### config.mk
export PLATFORM = sky130hd
export DESIGN_NAME = serial_subtractor
export DESIGN_NICKNAME = d
export VERILOG_FILES = /design/src/rtl/serial_subtractor.sv
export SDC_FILE = /design/constraint.sdc
export NUM_CORES = 1
export LEC_CHECK = 0
export BUFFER_PORTS_ARGS = -buffer_cell sky130_fd_sc_hd__clkbuf_2
export CORE_MARGIN = 5
export CORE_UTILIZATION = 50
export CTS_BUF_LIST = sky130_fd_sc_hd__clkbuf_8
export DETAILED_ROUTE_END_ITERATION = 7
export PLACE_DENSITY = 0.77
export SLEW_MARGIN = 30
export SYNTH_ARGS = -nofsm -noshare
export SYNTH_HDL_FRONTEND = slang
export SYNTH_SLANG_ARGS = --single-unit
### constraint.sdc
create_clock -name clk -period 1.3 [get_ports clk]
set_clock_uncertainty 0.15 [all_clocks]
set_input_delay 0.195 -clock clk [delete_from_list [all_inputs] [get_ports clk]]
set_output_delay 0.195 -clock clk [all_outputs]
set_load 0.01 [all_outputs]
### src/rtl/serial_subtractor.sv
// Bit-serial a - b - borrowin, LSB first, one result bit per clock, start/done handshake.
// Define SERIAL_SUBTRACTOR_OVF_EN to add the signed-overflow output ovf.
module serial_subtractor #(
  parameter int WIDTH = 4
) (
  input  logic             clk,
  input  logic             rst_n,
  input  logic             start,
  input  logic [WIDTH-1:0] a,
  input  logic [WIDTH-1:0] b,
  input  logic             borrowin,
  output logic [WIDTH-1:0] diff,
  output logic             borrowout,
  output logic             busy,
`ifdef SERIAL_SUBTRACTOR_OVF_EN
  output logic             ovf,
`endif
  output logic             done
);
  localparam int CW = (WIDTH > 1) ? $clog2(WIDTH) : 1;

  typedef enum logic [1:0] {IDLE, SHIFT, DONE} state_t;

  state_t           state_q, state_d;
  logic [WIDTH-1:0] a_q, a_d, b_q, b_d, diff_q, diff_d;
  logic [CW-1:0]    cnt_q, cnt_d;
  logic             br_q, br_d, bo_q, bo_d, busy_q, busy_d, done_q, done_d;
  logic             ovf_q, ovf_d;
  logic             a0, b0, d_bit, br_nx;

  assign a0    = a_q[0];
  assign b0    = b_q[0];
  assign d_bit = a0 ^ b0 ^ br_q;
  assign br_nx = (~a0 & b0) | (~(a0 ^ b0) & br_q);

  always_comb begin
    state_d = state_q;
    a_d     = a_q;
    b_d     = b_q;
    diff_d  = diff_q;
    cnt_d   = cnt_q;
    br_d    = br_q;
    bo_d    = bo_q;
    busy_d  = busy_q;
    done_d  = 1'b0;
    ovf_d   = ovf_q;
    case (state_q)
      IDLE: if (start) begin
        state_d = SHIFT;
        a_d     = a;
        b_d     = b;
        br_d    = borrowin;
        cnt_d   = '0;
        busy_d  = 1'b1;
      end
      SHIFT: begin
        diff_d = {d_bit, diff_q[WIDTH-1:1]};
        a_d    = a_q >> 1;
        b_d    = b_q >> 1;
        br_d   = br_nx;
        cnt_d  = cnt_q + 1'b1;
        if (cnt_q == CW'(WIDTH - 1)) begin
          state_d = DONE;
          // Signed overflow: borrow into the MSB differs from borrow out of it.
          ovf_d   = br_q ^ br_nx;
        end
      end
      DONE: begin
        done_d  = 1'b1;
        bo_d    = br_q;
        busy_d  = 1'b0;
        state_d = IDLE;
      end
      default: state_d = IDLE;
    endcase
  end

  always_ff @(posedge clk or negedge rst_n) begin
    if (!rst_n) begin
      state_q <= IDLE;
      a_q     <= '0;
      b_q     <= '0;
      diff_q  <= '0;
      cnt_q   <= '0;
      br_q    <= 1'b0;
      bo_q    <= 1'b0;
      busy_q  <= 1'b0;
      done_q  <= 1'b0;
      ovf_q   <= 1'b0;
    end else begin
      state_q <= state_d;
      a_q     <= a_d;
      b_q     <= b_d;
      diff_q  <= diff_d;
      cnt_q   <= cnt_d;
      br_q    <= br_d;
      bo_q    <= bo_d;
      busy_q  <= busy_d;
      done_q  <= done_d;
      ovf_q   <= ovf_d;
    end
  end

  assign diff      = diff_q;
  assign borrowout = bo_q;
  assign busy      = busy_q;
  assign done      = done_q;
`ifdef SERIAL_SUBTRACTOR_OVF_EN
  assign ovf       = ovf_q;
`else
  logic unused_ovf;
  assign unused_ovf = ovf_q;
`endif
endmodule

==> flow_summary_export.csv <==
group,metric,value,unit
final_layout,multiInputGateArea,461.7,µm²
floorplan,dieArea,2853,µm²
worst_setup_path,critPathTopFamily,"adder cells",
detailed_routing,drtIter0Drc,3,
final_layout,drive_gt1_share,59.60,%
flow_run,maxCapViolations,0,
grt,grt_pass1_wl,3.318,mm
timing,hold_viol,0,
floorplan,fp.dieH,53.41,µm
power_and_ir_drop,power,0.003151,W
power_and_ir_drop,vdd_ir_drop_max,0.001482,V
run_status,violations,"setup timing",
timing,fin_crit,1406,ps
synthesis,syn-cell-area,942.2,µm²
worst_setup_path,r2r_start,"br_q",
worst_setup_path,critPathKind,"flip-flop to flip-flop",
grt,grt_max_degree,21,
run_status,status,"finished, violations left",
timing,worst_slack,-106.5,ps
power_and_ir_drop,intPower,0.002102,W
final_layout,num-fill-cells,142,
detailed_routing,drc,0,
final_layout,final_cell_mix,"dfrtp_1, clkbuf_2, buf_4",
place,hpwl,1.357,mm
worst_hold_path,hold_start,"borrowin",
detailed_routing,first_pass_iters,3,
timing,fin_crit_sh,108.2,%
floorplan,io_pins,19,
synthesis,synthSimpleGateAreaFrac,15.94,%
timing,relSlewSlack,67.21,%
floorplan,die_width,53.41,µm
synthesis,synth_top_family_by_area,"simple AND/OR/NAND/NOR gates",
worst_setup_path,cp.arrival,1410,ps
power_and_ir_drop,p_sw,0.001050,W
cts,clkTransAtPathRegs,70,ps
final_layout,ff_latch_area,503.0,µm²
detailed_routing,wl,1.975,mm
place,gp_congestion,0.7219,
grt,grt_usage,16.64,%
synthesis,ys_types,27,
worst_setup_path,endpoint_kind,"flip-flop",
worst_hold_path,hold_class,"primary input to flip-flop",
cts,clkLatencyLatePin,260,ps
synthesis,synth-seq-cells,20,
timing,fmax,711.0,MHz
worst_setup_path,cp.required,1300,ps
synthesis,synth_adder_area_share,3.453,%
cts,tritoncts,"done",
grt,overflow,0,
power_and_ir_drop,clkPwrFrac,14.9,%
synthesis,synth_xor_xnor_area_share,0,%
power_and_ir_drop,power_density,2477,nW/µm²
synthesis,syn-num-nets,82,
synthesis,ys_warn_count,0,
synthesis,seq_area_frac_synth,53.12,%
timing,rsz0062_at_grt,"yes",
timing,drv_slew,0,
grt,grt_pass1_vias,741,
final_layout,instances_no_fill,124,
synthesis,postSynthAreaPerCell,13.86,µm²
cts,clkSinkCount,20,
synthesis,synth-compound-area-share,14.61,%
detailed_routing,antenna_left,0,
timing,tns,-329.4,ps
grt,antenna_found_initial,0,
cts,cts_buffers,3,
worst_setup_path,crit_path_max_incr_delay,410,ps
timing,tightest_slew,491.8,ps
floorplan,start_util,53.40,%
final_layout,antenna_cells,0,
worst_setup_path,worstSetupStartpointType,"flip-flop",
cts,clockRootBuffer,"clkbuf_8",
synthesis,netlist_instances,68,
floorplan,num_rows,15,
power_and_ir_drop,swShare,33.31,%
worst_setup_path,cp-startpoint,"br_q",
power_and_ir_drop,pwr-share-seq,35.5,%
place,port_buffers,18,
worst_setup_path,crit_chain,"inv_2 > fa_1 > mux2_4",
cts,clockBufferDepth,2,
synthesis,synthMuxAreaShare,7.437,%
detailed_routing,viasPerCell,5.266,
place,dp_cells,116,
final_layout,syn_to_final_growth,35.06,%
worst_setup_path,worst-path-buf-inv,1,
worst_setup_path,worstPathMaxFanout,2,
power_and_ir_drop,p_comb_share,49.6,%
cts,htreeDepth,1,
worst_setup_path,crit_slowest_cell,"fa_1",
timing,finalSetupViolCount,10,
final_layout,nets,114,
detailed_routing,vias,653,
final_layout,final_util,72.13,%
floorplan,core,1764,µm²
detailed_routing,routedWlPerCell,15.93,µm
power_and_ir_drop,p_leak,0.6150,nW
==> timing repair <==
action	4_1_cts	5_1_grt
setup endpoints to repair	12	14
cloned	0	1
pin swaps	4	2
resized for setup	12	8
endpoints found under the hold margin	20	0
setup buffers	1	1
hold buffers	1	0
==> logic make-up (layout without fill, tap and decap cells) <==
logic type      after synthesis  after routing
simple gates                 17             17
fa+ha+maj                     2              2
flops                        20             20
mux                           6              6
compound gates               14             14
buf+inv                       9             40
==> path summary, 6_finish.rpt <==
path | end | slack (ps) | depth (start not counted)
worst max-delay path | diff[3] | -110 | 3
min in group asynchronous | a_q[0] | 280 | 2
worst min register to register | b_q[3] | 350 | 1
max in group asynchronous | state_q[0] | 360 | 2
worst min-delay path | br_q | 120 | 3
worst max register to register | diff[3] | -110 | 3
==> metrics by stage <==
step	setup WS (ps)	hold slack (ps)	instance area [µm²]
after detailed placement	-105.1	28.65	1101
final	-106.5	118.5	1272
after global routing	-168.8	143.1	1272
after CTS	-98.25	136.7	1212
after global placement	-90.19	24.93	1101
after floorplan	-55.45	-250.6	944.7
==> flip-flops by register name, summed over array words and instances, names as in the netlist <==
name / flops
b_q: 4
busy: 1
br_q: 1
diff: 4
borrowout: 1
state_q: 2
done: 1
cnt_q: 2
a_q: 4
==> worst reg2reg max path, delay by kind of cell, from the launching register on <==
| family | cells | cell delay [ps] |
|---|---|---|
| adder cells (fa/ha/maj) | 1 | 410 |
| multiplexers | 1 | 260 |
| flip-flops | 1 | 400 |
| buffers and inverters | 1 | 80 |
==> synth_stat cells <==
| cell type | number | area [µm²] |
|---|---|---|
| buf_6 | 2 | 22.52 |
| mux2_2 | 4 | 45.04 |
| a21o_1 | 1 | 7.510 |
| fa_1 | 1 | 20.02 |
| and2b_2 | 1 | 8.760 |
| buf_2 | 2 | 10.01 |
| mux2i_1 | 1 | 10.01 |
| a211o_1 | 1 | 8.760 |
| nand2b_1 | 3 | 18.77 |
| nor3b_1 | 2 | 15.01 |
| inv_1 | 5 | 18.77 |
| o21bai_4 | 1 | 18.77 |
| a211oi_1 | 1 | 7.510 |
| o21ba_4 | 1 | 16.27 |
| nor4bb_1 | 1 | 10.01 |
| ha_1 | 1 | 12.51 |
| a22o_1 | 1 | 8.760 |
| a221oi_1 | 3 | 26.28 |
| nor2b_4 | 1 | 13.76 |
| dfrtp_1 | 20 | 500.5 |
| a21oi_1 | 2 | 10.01 |
| and4bb_2 | 1 | 12.51 |
| or4b_1 | 3 | 30.03 |
| nor4b_1 | 4 | 35.03 |
| mux2_4 | 1 | 15.01 |
| and2_1 | 1 | 6.260 |
| o221a_2 | 3 | 33.78 |
==> metal layers <==
metal  GRT usage, %  vias up  wire length, µm
li1               -      314                -
met1          20.81      316              914
met2          26.53       18              918
met3          3.380        5               95
met4          8.936        0               46
met5              0        -                0
==> area by class of cell <==
class                   instances  share of cell area [%]
clock buffers                   4                   4.326
well taps                      25                   2.458
inverters                       5                   1.475
multi-input cells              39                   36.28
flip-flops and latches         20                   39.53
repair buffers                 31                   15.93
==> power by group through the flow <==
stage	combinational (W)	clock, W	sequential, W
3_3_place_gp	0.00118	0	0.00111
5_1_grt	0.00173	0.000520	0.00115
4_1_cts	0.00145	0.000487	0.00111
6_report	0.00156	0.000471	0.00112
3_5_place_dp	0.00124	0	0.00113
2_1_floorplan	0.000832	0	0.00113
No activity file was read; power rests on OpenSTA's default activity.
